$ cat config.mk
export PLATFORM = sky130hd
export DESIGN_NAME = qoi_byte_packer_flat
export DESIGN_NICKNAME = d
export VERILOG_FILES = /design/src/rtl/qoi_pkg.sv /design/src/rtl/qoi_byte_packer_if.sv /design/src/rtl/qoi_byte_acc.sv /design/src/rtl/qoi_byte_packer.sv /design/src/flat_wrapper.sv
export SDC_FILE = /design/constraint.sdc
export NUM_CORES = 1
export LEC_CHECK = 0
export CAP_MARGIN = 20
export CORE_UTILIZATION = 60
export DETAILED_ROUTE_END_ITERATION = 16
export DONT_BUFFER_PORTS = 1
export PLACE_DENSITY_LB_ADDON = 0.25
export SLEW_MARGIN = 20
export SYNTH_ARGS = -nofsm -noshare
export SYNTH_HDL_FRONTEND = slang
export SYNTH_HIERARCHICAL = 1
export SYNTH_SLANG_ARGS = --single-unit
export TNS_END_PERCENT = 30
$ cat constraint.sdc
create_clock -name clk -period 6.9 [get_ports clk]
set_input_delay 0.69 -clock clk [delete_from_list [all_inputs] [get_ports clk]]
set_output_delay 0.69 -clock clk [all_outputs]
set_load 0.1 [all_outputs]
$ cat src/rtl/qoi_pkg.sv
// Shared QOI constants: file framing bytes, chunk op codes and packer state type.
package qoi_pkg;

  localparam logic [31:0] QOI_MAGIC      = 32'h716F6966;  // "qoif"
  localparam int          QOI_HDR_BYTES  = 14;
  localparam int          QOI_END_BYTES  = 8;
  localparam logic [63:0] QOI_END_MARKER = 64'h0000_0000_0000_0001;

  // Chunk op codes emitted by the upstream encoder.
  localparam logic [7:0] QOI_OP_INDEX = 8'h00;
  localparam logic [7:0] QOI_OP_DIFF  = 8'h40;
  localparam logic [7:0] QOI_OP_LUMA  = 8'h80;
  localparam logic [7:0] QOI_OP_RUN   = 8'hC0;
  localparam logic [7:0] QOI_OP_RGB   = 8'hFE;
  localparam logic [7:0] QOI_OP_RGBA  = 8'hFF;

  typedef enum logic [2:0] {
    IDLE,
    HEADER,
    BODY,
    TRAILER,
    FLUSH
  } state_e;

endpackage

$ cat src/rtl/qoi_byte_packer_if.sv
// Chunk-in / word-out streaming bus of the QOI byte packer.
interface qoi_byte_packer_if;

  logic [39:0] sink_data;
  logic [2:0]  sink_len;
  logic        sink_valid;
  logic        sink_ready;
  logic        sink_sop;
  logic        sink_eop;
  logic [31:0] source_data;
  logic [1:0]  source_empty;
  logic        source_valid;
  logic        source_ready;
  logic        source_sop;
  logic        source_eop;
  logic [31:0] frame_len;
  logic        frame_done;

  // Environment side: drives chunks and the downstream ready.
  modport master (
    output sink_data, sink_len, sink_valid, sink_sop, sink_eop, source_ready,
    input  sink_ready, source_data, source_empty, source_valid, source_sop,
    input  source_eop, frame_len, frame_done
  );

  // Packer side.
  modport slave (
    input  sink_data, sink_len, sink_valid, sink_sop, sink_eop, source_ready,
    output sink_ready, source_data, source_empty, source_valid, source_sop,
    output source_eop, frame_len, frame_done
  );

endinterface

$ cat src/rtl/qoi_byte_acc.sv
// 8-byte FIFO-ordered accumulator: push 0..5 bytes, pop the oldest 4.
// Oldest byte lives at acc_q[63:56].
module qoi_byte_acc (
  input  logic        clk,
  input  logic        rst,
  input  logic [2:0]  push_n,
  input  logic [39:0] push_data,
  input  logic        pop,
  output logic [3:0]  cnt,
  output logic [3:0]  cnt_eff,
  output logic [31:0] word
);

  logic [63:0] acc_q, acc_d;
  logic [3:0]  cnt_q, cnt_d;
  logic [63:0] shifted;
  logic [63:0] keep_mask;
  logic [39:0] push_mask;

  // Occupancy after this cycle's pop; a short final word pops everything.
  always_comb begin
    cnt_eff = cnt_q;
    if (pop) cnt_eff = (cnt_q >= 4'd4) ? cnt_q - 4'd4 : 4'd0;
  end

  // Shift out the popped word, keep live bytes, append pushed bytes behind them.
  always_comb begin
    shifted   = pop ? {acc_q[31:0], 32'h0} : acc_q;
    keep_mask = ~({64{1'b1}} >> {cnt_eff, 3'b000});
    push_mask = ~({40{1'b1}} >> {push_n, 3'b000});
    acc_d     = (shifted & keep_mask) | ({push_data & push_mask, 24'h0} >> {cnt_eff, 3'b000});
    cnt_d     = cnt_eff + {1'b0, push_n};
  end

  // Occupancy count is control state and is cleared by reset.
  always_ff @(posedge clk or posedge rst) begin
    if (rst) cnt_q <= 4'd0;
    else     cnt_q <= cnt_d;
  end

  // Byte storage needs no reset: bytes beyond cnt are always masked.
  always_ff @(posedge clk) begin
    acc_q <= acc_d;
  end

  assign cnt  = cnt_q;
  assign word = acc_q[63:32] & ~(32'hFFFF_FFFF >> {cnt_q, 3'b000});

endmodule

$ cat src/rtl/qoi_byte_packer.sv
// Wraps the QOI chunk stream into a complete .qoi file on a 32-bit byte stream:
// header, chunk payload, end marker, plus per-file byte length.
module qoi_byte_packer
  import qoi_pkg::*;
#(
  parameter int IMAGE_W    = 640,
  parameter int IMAGE_H    = 480,
  parameter int CHANNELS   = 3,
  parameter int COLORSPACE = 0
) (
  input logic             clk,
  input logic             reset_n,  // active-high despite the name
  qoi_byte_packer_if.slave bus
);

  localparam logic [111:0] HDR_SEQ = {QOI_MAGIC, 32'(IMAGE_W), 32'(IMAGE_H),
                                      8'(CHANNELS), 8'(COLORSPACE)};
  // Zero tail lets a 4-byte window slide all the way to the last header byte.
  localparam logic [143:0] HDR_PAD = {HDR_SEQ, 32'h0};

  state_e      state_q, state_d;
  logic [3:0]  hdr_idx_q, hdr_idx_d;
  logic [3:0]  trl_idx_q, trl_idx_d;
  logic [31:0] byte_cnt_q, byte_cnt_d;
  logic [31:0] frame_len_q, frame_len_d;
  logic        frame_done_q, frame_done_d;
  logic        sop_q, sop_d;

  logic [2:0]  push_n;
  logic [39:0] push_data;
  logic [3:0]  cnt, cnt_eff;
  logic [31:0] word;
  logic        src_valid, pop, room, eop, sink_ready, start;
  logic [3:0]  hdr_left;
  logic [31:0] hdr_word, end_word;

  qoi_byte_acc u_acc (
    .clk      (clk),
    .rst      (reset_n),
    .push_n   (push_n),
    .push_data(push_data),
    .pop      (pop),
    .cnt      (cnt),
    .cnt_eff  (cnt_eff),
    .word     (word)
  );

  assign src_valid = (cnt >= 4'd4) || (state_q == FLUSH && cnt != 4'd0);
  assign pop       = src_valid && bus.source_ready;
  assign room      = cnt_eff <= 4'd3;
  assign eop       = state_q == FLUSH && src_valid && cnt <= 4'd4;
  assign start     = state_q == IDLE && bus.sink_valid && bus.sink_sop;
  assign hdr_left  = 4'(QOI_HDR_BYTES) - hdr_idx_q;
  assign hdr_word  = 32'((HDR_PAD << {hdr_idx_q, 3'b000}) >> 112);
  assign end_word  = (trl_idx_q == 4'd0) ? QOI_END_MARKER[63:32] : QOI_END_MARKER[31:0];

  // State and control registers.
  always_ff @(posedge clk or posedge reset_n) begin
    if (reset_n) begin
      state_q      <= IDLE;
      hdr_idx_q    <= 4'd0;
      trl_idx_q    <= 4'd0;
      byte_cnt_q   <= 32'd0;
      frame_len_q  <= 32'd0;
      frame_done_q <= 1'b0;
      sop_q        <= 1'b0;
    end else begin
      state_q      <= state_d;
      hdr_idx_q    <= hdr_idx_d;
      trl_idx_q    <= trl_idx_d;
      byte_cnt_q   <= byte_cnt_d;
      frame_len_q  <= frame_len_d;
      frame_done_q <= frame_done_d;
      sop_q        <= sop_d;
    end
  end

  // Next-state: the final push of a section moves straight to the next section.
  always_comb begin
    state_d = state_q;
    case (state_q)
      IDLE:    if (start) state_d = HEADER;
      HEADER:  if (room && hdr_left <= 4'd4) state_d = BODY;
      BODY:    if (room && bus.sink_valid && bus.sink_eop) state_d = TRAILER;
      TRAILER: if (room && trl_idx_q == 4'(QOI_END_BYTES - 4)) state_d = FLUSH;
      FLUSH:   if (pop && eop) state_d = IDLE;
      default: state_d = IDLE;
    endcase
  end

  // Push selection, input handshake and frame bookkeeping per state.
  always_comb begin
    push_n       = 3'd0;
    push_data    = 40'h0;
    sink_ready   = 1'b0;
    hdr_idx_d    = hdr_idx_q;
    trl_idx_d    = trl_idx_q;
    frame_len_d  = frame_len_q;
    frame_done_d = 1'b0;
    sop_d        = sop_q && !pop;
    case (state_q)
      IDLE: begin
        // Beats arriving before a sop are swallowed; the sop beat waits for BODY.
        sink_ready = bus.sink_valid && !bus.sink_sop;
        if (start) begin
          hdr_idx_d = 4'd0;
          trl_idx_d = 4'd0;
          sop_d     = 1'b1;
        end
      end
      HEADER: if (room) begin
        push_n    = (hdr_left > 4'd4) ? 3'd4 : hdr_left[2:0];
        push_data = {hdr_word, 8'h0};
        hdr_idx_d = hdr_idx_q + {1'b0, push_n};
      end
      BODY: begin
        sink_ready = room;
        if (room && bus.sink_valid) begin
          push_n    = (bus.sink_len > 3'd5) ? 3'd5 : bus.sink_len;
          push_data = bus.sink_data;
        end
      end
      TRAILER: if (room) begin
        push_n    = 3'd4;
        push_data = {end_word, 8'h0};
        trl_idx_d = trl_idx_q + 4'd4;
      end
      FLUSH: if (pop && eop) begin
        frame_done_d = 1'b1;
        frame_len_d  = byte_cnt_q;
      end
      default: ;
    endcase
    byte_cnt_d = start ? 32'd0 : byte_cnt_q + 32'(push_n);
  end

  assign bus.sink_ready   = sink_ready;
  assign bus.source_data  = word;
  assign bus.source_valid = src_valid;
  assign bus.source_sop   = sop_q && src_valid;
  assign bus.source_eop   = eop;
  assign bus.source_empty = eop ? 2'(4'd4 - cnt) : 2'd0;
  assign bus.frame_len    = frame_len_q;
  assign bus.frame_done   = frame_done_q;

endmodule

$ cat src/flat_wrapper.sv
// flat-port wrapper written by rule: the top's interface ports become plain ports
module qoi_byte_packer_flat import qoi_pkg::*;
#(
  parameter int IMAGE_W    = 640,
  parameter int IMAGE_H    = 480,
  parameter int CHANNELS   = 3,
  parameter int COLORSPACE = 0
)
  (clk, reset_n, bus_sink_data, bus_sink_len, bus_sink_valid, bus_sink_sop, bus_sink_eop, bus_source_ready, bus_sink_ready, bus_source_data, bus_source_empty, bus_source_valid, bus_source_sop, bus_source_eop, bus_frame_len, bus_frame_done);
  qoi_byte_packer_if bus_i ();
  input logic clk;
  input logic reset_n;
  input wire logic [$bits(bus_i.sink_data)-1:0] bus_sink_data;
  input wire logic [$bits(bus_i.sink_len)-1:0] bus_sink_len;
  input wire logic [$bits(bus_i.sink_valid)-1:0] bus_sink_valid;
  input wire logic [$bits(bus_i.sink_sop)-1:0] bus_sink_sop;
  input wire logic [$bits(bus_i.sink_eop)-1:0] bus_sink_eop;
  input wire logic [$bits(bus_i.source_ready)-1:0] bus_source_ready;
  output wire logic [$bits(bus_i.sink_ready)-1:0] bus_sink_ready;
  output wire logic [$bits(bus_i.source_data)-1:0] bus_source_data;
  output wire logic [$bits(bus_i.source_empty)-1:0] bus_source_empty;
  output wire logic [$bits(bus_i.source_valid)-1:0] bus_source_valid;
  output wire logic [$bits(bus_i.source_sop)-1:0] bus_source_sop;
  output wire logic [$bits(bus_i.source_eop)-1:0] bus_source_eop;
  output wire logic [$bits(bus_i.frame_len)-1:0] bus_frame_len;
  output wire logic [$bits(bus_i.frame_done)-1:0] bus_frame_done;
  assign bus_i.sink_data = bus_sink_data;
  assign bus_i.sink_len = bus_sink_len;
  assign bus_i.sink_valid = bus_sink_valid;
  assign bus_i.sink_sop = bus_sink_sop;
  assign bus_i.sink_eop = bus_sink_eop;
  assign bus_i.source_ready = bus_source_ready;
  assign bus_sink_ready = bus_i.sink_ready;
  assign bus_source_data = bus_i.source_data;
  assign bus_source_empty = bus_i.source_empty;
  assign bus_source_valid = bus_i.source_valid;
  assign bus_source_sop = bus_i.source_sop;
  assign bus_source_eop = bus_i.source_eop;
  assign bus_frame_len = bus_i.frame_len;
  assign bus_frame_done = bus_i.frame_done;
  qoi_byte_packer #(.IMAGE_W(IMAGE_W), .IMAGE_H(IMAGE_H), .CHANNELS(CHANNELS), .COLORSPACE(COLORSPACE)) u_core (.clk(clk), .reset_n(reset_n), .bus(bus_i));
endmodule
==> results.py <==
metrics = {
    "critical_path": {
        "crit_arrival_ns": 6.57,
        "crit_type": "reg2reg",
        "critical_path_peak_fanout": 42,
        "reg2reg_to": "u_core/byte_cnt_q[26]",
        "cp_data_required_time_ns": 7.24,
        "crit_path_start_kind": "flop",
        "timing.reg2reg.setup_slack_ns": 0.66,
        "ff2ff_path_depth": 17,
        "r2r_start": "u_core/u_acc/cnt[1]",
        "critical_path.startpoint": "u_core/u_acc/cnt[1]",
        "timing.critical_path.to_type": "flop",
    },
    "cells_and_area": {
        "final_cell_mix": "nand2_1 (120), dfrtp_1 (79), dfxtp_1 (64), a21oi_1 (58), o21ai_0 (56)",
        "antennaDiodeCount": 0,
        "final.fill_count": 1131,
        "layout.nets": 993,
        "layout_commonest_cell": "nand2_1",
        "drive_gt1_share_pct": 16.8,
        "layout-area-overhead-vs-synth_pct": 8.52,
    },
    "global_routing": {
        "grt_antenna_before_repair": 0,
        "grt_first_pass_wirelength_um": 37000,
        "grt_max_degree": 76,
        "first_global_vias": 6755,
        "total_global_routing_track_utilization_pct": 33.0,
        "globalRouteOverflowTotal": 0,
    },
    "timing": {
        "report.final.slew_viol_count": 0,
        "setup-violations-final": 0,
        "hold_violations": 0,
        "post-route-period-util_pct": 90.4,
        "achievable-frequency_mhz": 160,
        "worst_slack_ns": 0.663,
        "tightest_pin_transition_ns": 1.12,
        "finalSetupTns_ns": 0,
        "grt_setup_unrepaired": "no",
        "worst_slew_margin_rel_pct": 25.1,
        "finalClockSkew_ns": 0.00630,
        "finalWorstPathRequiredPeriod_ns": 6.24,
    },
    "flow_run": {
        "drv_cap": 0,
    },
    "pwr": {
        "pwr_density_cell_nw_per_um2": 495,
        "clock_power_share_pct": 18.9,
        "sequentialPowerShare_pct": 28.7,
        "peak_supply_drop_v": 0.000380,
        "power_switching_uw": 2380,
        "share_comb_of_total_power_pct": 52.4,
        "power_switching_share_pct": 51.4,
        "cellInternalPower_uw": 2250,
        "cellLeakagePower_uw": 0.00386,
        "totalPowerFinal_uw": 4630,
    },
    "clock_network": {
        "cts_made_buffers": 17,
        "cts_hold_buffers": 0,
        "clock_tree.root_cell": "clkbuf_16",
        "cts_num_sinks": 143,
        "cts_repair_resize_count": 0,
        "post-cts-setup-buffer-count": 0,
        "cts.htree.levels": 4,
        "cts_tree": "yes",
        "insertion_delay_ns": 0.42,
        "max-clock-path-buffers": 2,
        "clk_pin_slew_ns": 0.06,
    },
    "yosys": {
        "synth_area_leader_cell": "dfrtp_1",
        "synth.top_cell.area_share_pct": 22.9,
        "synthesis.nets": 1021,
        "ys_seq_elements": 143,
        "synth-warning-count": 6,
        "synth-seq-area-share_pct": 37.8,
        "synth-async-reset-ratio_pct": 55.2,
        "synth_top_flop_cell": "dfrtp_1",
        "post_synth_instance_area_um2": 8620,
        "synth_edf_count": 0,
        "post_synth.cell_area_avg_um2": 9.04,
        "post_synth_main_area_contributors": "dfrtp_1 (23%), dfxtp_1 (15%), mux2_2 (5.5%)",
        "synth_cell_type_count": 74,
        "post_synthesis_instance_total": 953,
    },
    "detailed_routing": {
        "drt_first_iter_violations": 761,
        "viasPerCell": 6.46,
        "drtAntennaViolNets": 0,
        "drt_pass1_iterations": 10,
        "vias": 7226,
        "avgRoutedWirePerCell_um": 21.3,
        "drc": 0,
        "wirelength_um": 23800,
    },
    "run_status": {
        "outcome": "completed",
    },
    "placed_design": {
        "place.gp.congestion": 0.966,
        "dpl_worst_slack_ns": 0.798,
        "numPortBuffers": 0,
        "detailedPlacementHpwl_um": 17000,
    },
    "die": {
        "design.die.area_um2": 14800,
        "die_y_um": 122,
        "floorplan.io_pins": 120,
        "area_inside_the_core_boundary_um2": 13900,
        "initial_core_util_pct": 61.8,
        "die-width_um": 122,
        "row_count": 43,
    },
    "min_path": {
        "worstHoldPathType": "in2async",
    },
}
==> state kept, by name, indices dropped and copies added (netlist names) <==
name                   count
u_core/sop_q               1
u_core/bus.frame_len      32
u_core/trl_idx_q           2
u_core/byte_cnt_q         32
u_core/state_q             3
u_core/hdr_idx_q           4
u_core/u_acc/acc_q        64
u_core/bus.frame_done      1
u_core/u_acc/cnt           4
==> metrics by stage <==
| stage | instances | utilization (%) | hold WS [ns] | cell area [µm²] |
|---|---|---|---|---|
| finish | 1118 | 67.1 | 0.0582 | 9350 |
| detailed placement | 1086 | 63.1 | 0.446 | 8790 |
| global placement | 1085 | 62.9 | 0.437 | 8770 |
| CTS | 1118 | 67.1 | 0.0490 | 9350 |
| floorplan | 953 | - | 0.420 | 8620 |
| global route | 1118 | 67.1 | 0.0505 | 9350 |
==> cell usage after synthesis (all sizes together) (10+ instances only) <==
| library cell | number |
|---|---|
| ha | 17 |
| nand3 | 27 |
| o221ai | 13 |
| o21ai | 59 |
| dfrtp | 79 |
| o31ai | 13 |
| inv | 27 |
| and2 | 25 |
| mux2i | 45 |
| nand2b | 13 |
| or4 | 11 |
| buf | 24 |
| a21oi | 60 |
| mux2 | 61 |
| nor3 | 10 |
| a32o | 11 |
| clkbuf | 38 |
| dfxtp | 64 |
| a22o | 12 |
| nand2 | 121 |
| nor2 | 39 |
| a211oi | 19 |
| nor2b | 55 |
==> layout make-up <==
class                      count  area [µm²]  area share, %
clock buffer                  20         447           4.78
sequential                   143        3260           34.8
clock inverter                12         111           1.19
inverter                      28         110           1.18
tap                          180         225           2.41
multi-input combinational    720        5050           54.0
timing repair buffer          15         150           1.61
==> cells by family (layout without fill, tap and decap cells) <==
| logic type | Yosys count | count (layout) | synth area share (%) |
|---|---|---|---|
| compound gates | 230 | 230 | 17.5 |
| xor+xnor | 16 | 16 | 1.63 |
| fa+ha+maj | 19 | 19 | 2.93 |
| buf+inv | 90 | 75 | 4.94 |
| flops | 143 | 143 | 37.8 |
| mux | 106 | 106 | 14.0 |
| simple gates | 349 | 349 | 21.1 |
==> critical path, cell delays in order (launching register included) <==
cell      delay [ns]
dfrtp_1         0.72
inv_1           0.11
ha_1            0.24
o21ai_2         0.13
buf_4           0.31
and2_2          0.64
nand2b_2        0.30
and2_1          0.42
nor2_1          0.36
and4_1          0.27
buf_4           0.35
a32o_1          0.32
ha_1            0.24
fa_1            0.22
a21o_1          0.28
nand4_1         0.46
or4_1           0.63
a21oi_1         0.15
==> worst max path at each step <==
stage,endpoint,slack (ns),cells after the start
6_report,u_core/byte_cnt_q[26],0.66,17
5_1_grt,u_core/byte_cnt_q[30],0.24,17
4_1_cts,u_core/byte_cnt_q[26],0.80,17
3_5_place_dp,u_core/byte_cnt_q[24],0.80,17
3_3_place_gp,u_core/byte_cnt_q[28],1.02,16
2_1_floorplan,bus_sink_ready,0.52,11
==> power by group through the flow <==
stage	Sequential [µW]	Combinational (µW)	Clock, µW
after floorplan	1220	2020	0
after global placement	1320	2340	0
after detailed placement	1330	2370	0
after CTS	1320	2380	885
after global routing	1350	2580	924
final	1330	2430	876
==> layer usage <==
metal  GRT usage, %  vias to the layer above  wire [µm]
li1               -                     3381          -
met1           47.1                     3471      10500
met2           47.6                      332      10600
met3           9.18                       42       2070
met4           11.5                        0        595
met5              0                        -          0
No activity file was read; power rests on OpenSTA's default activity.
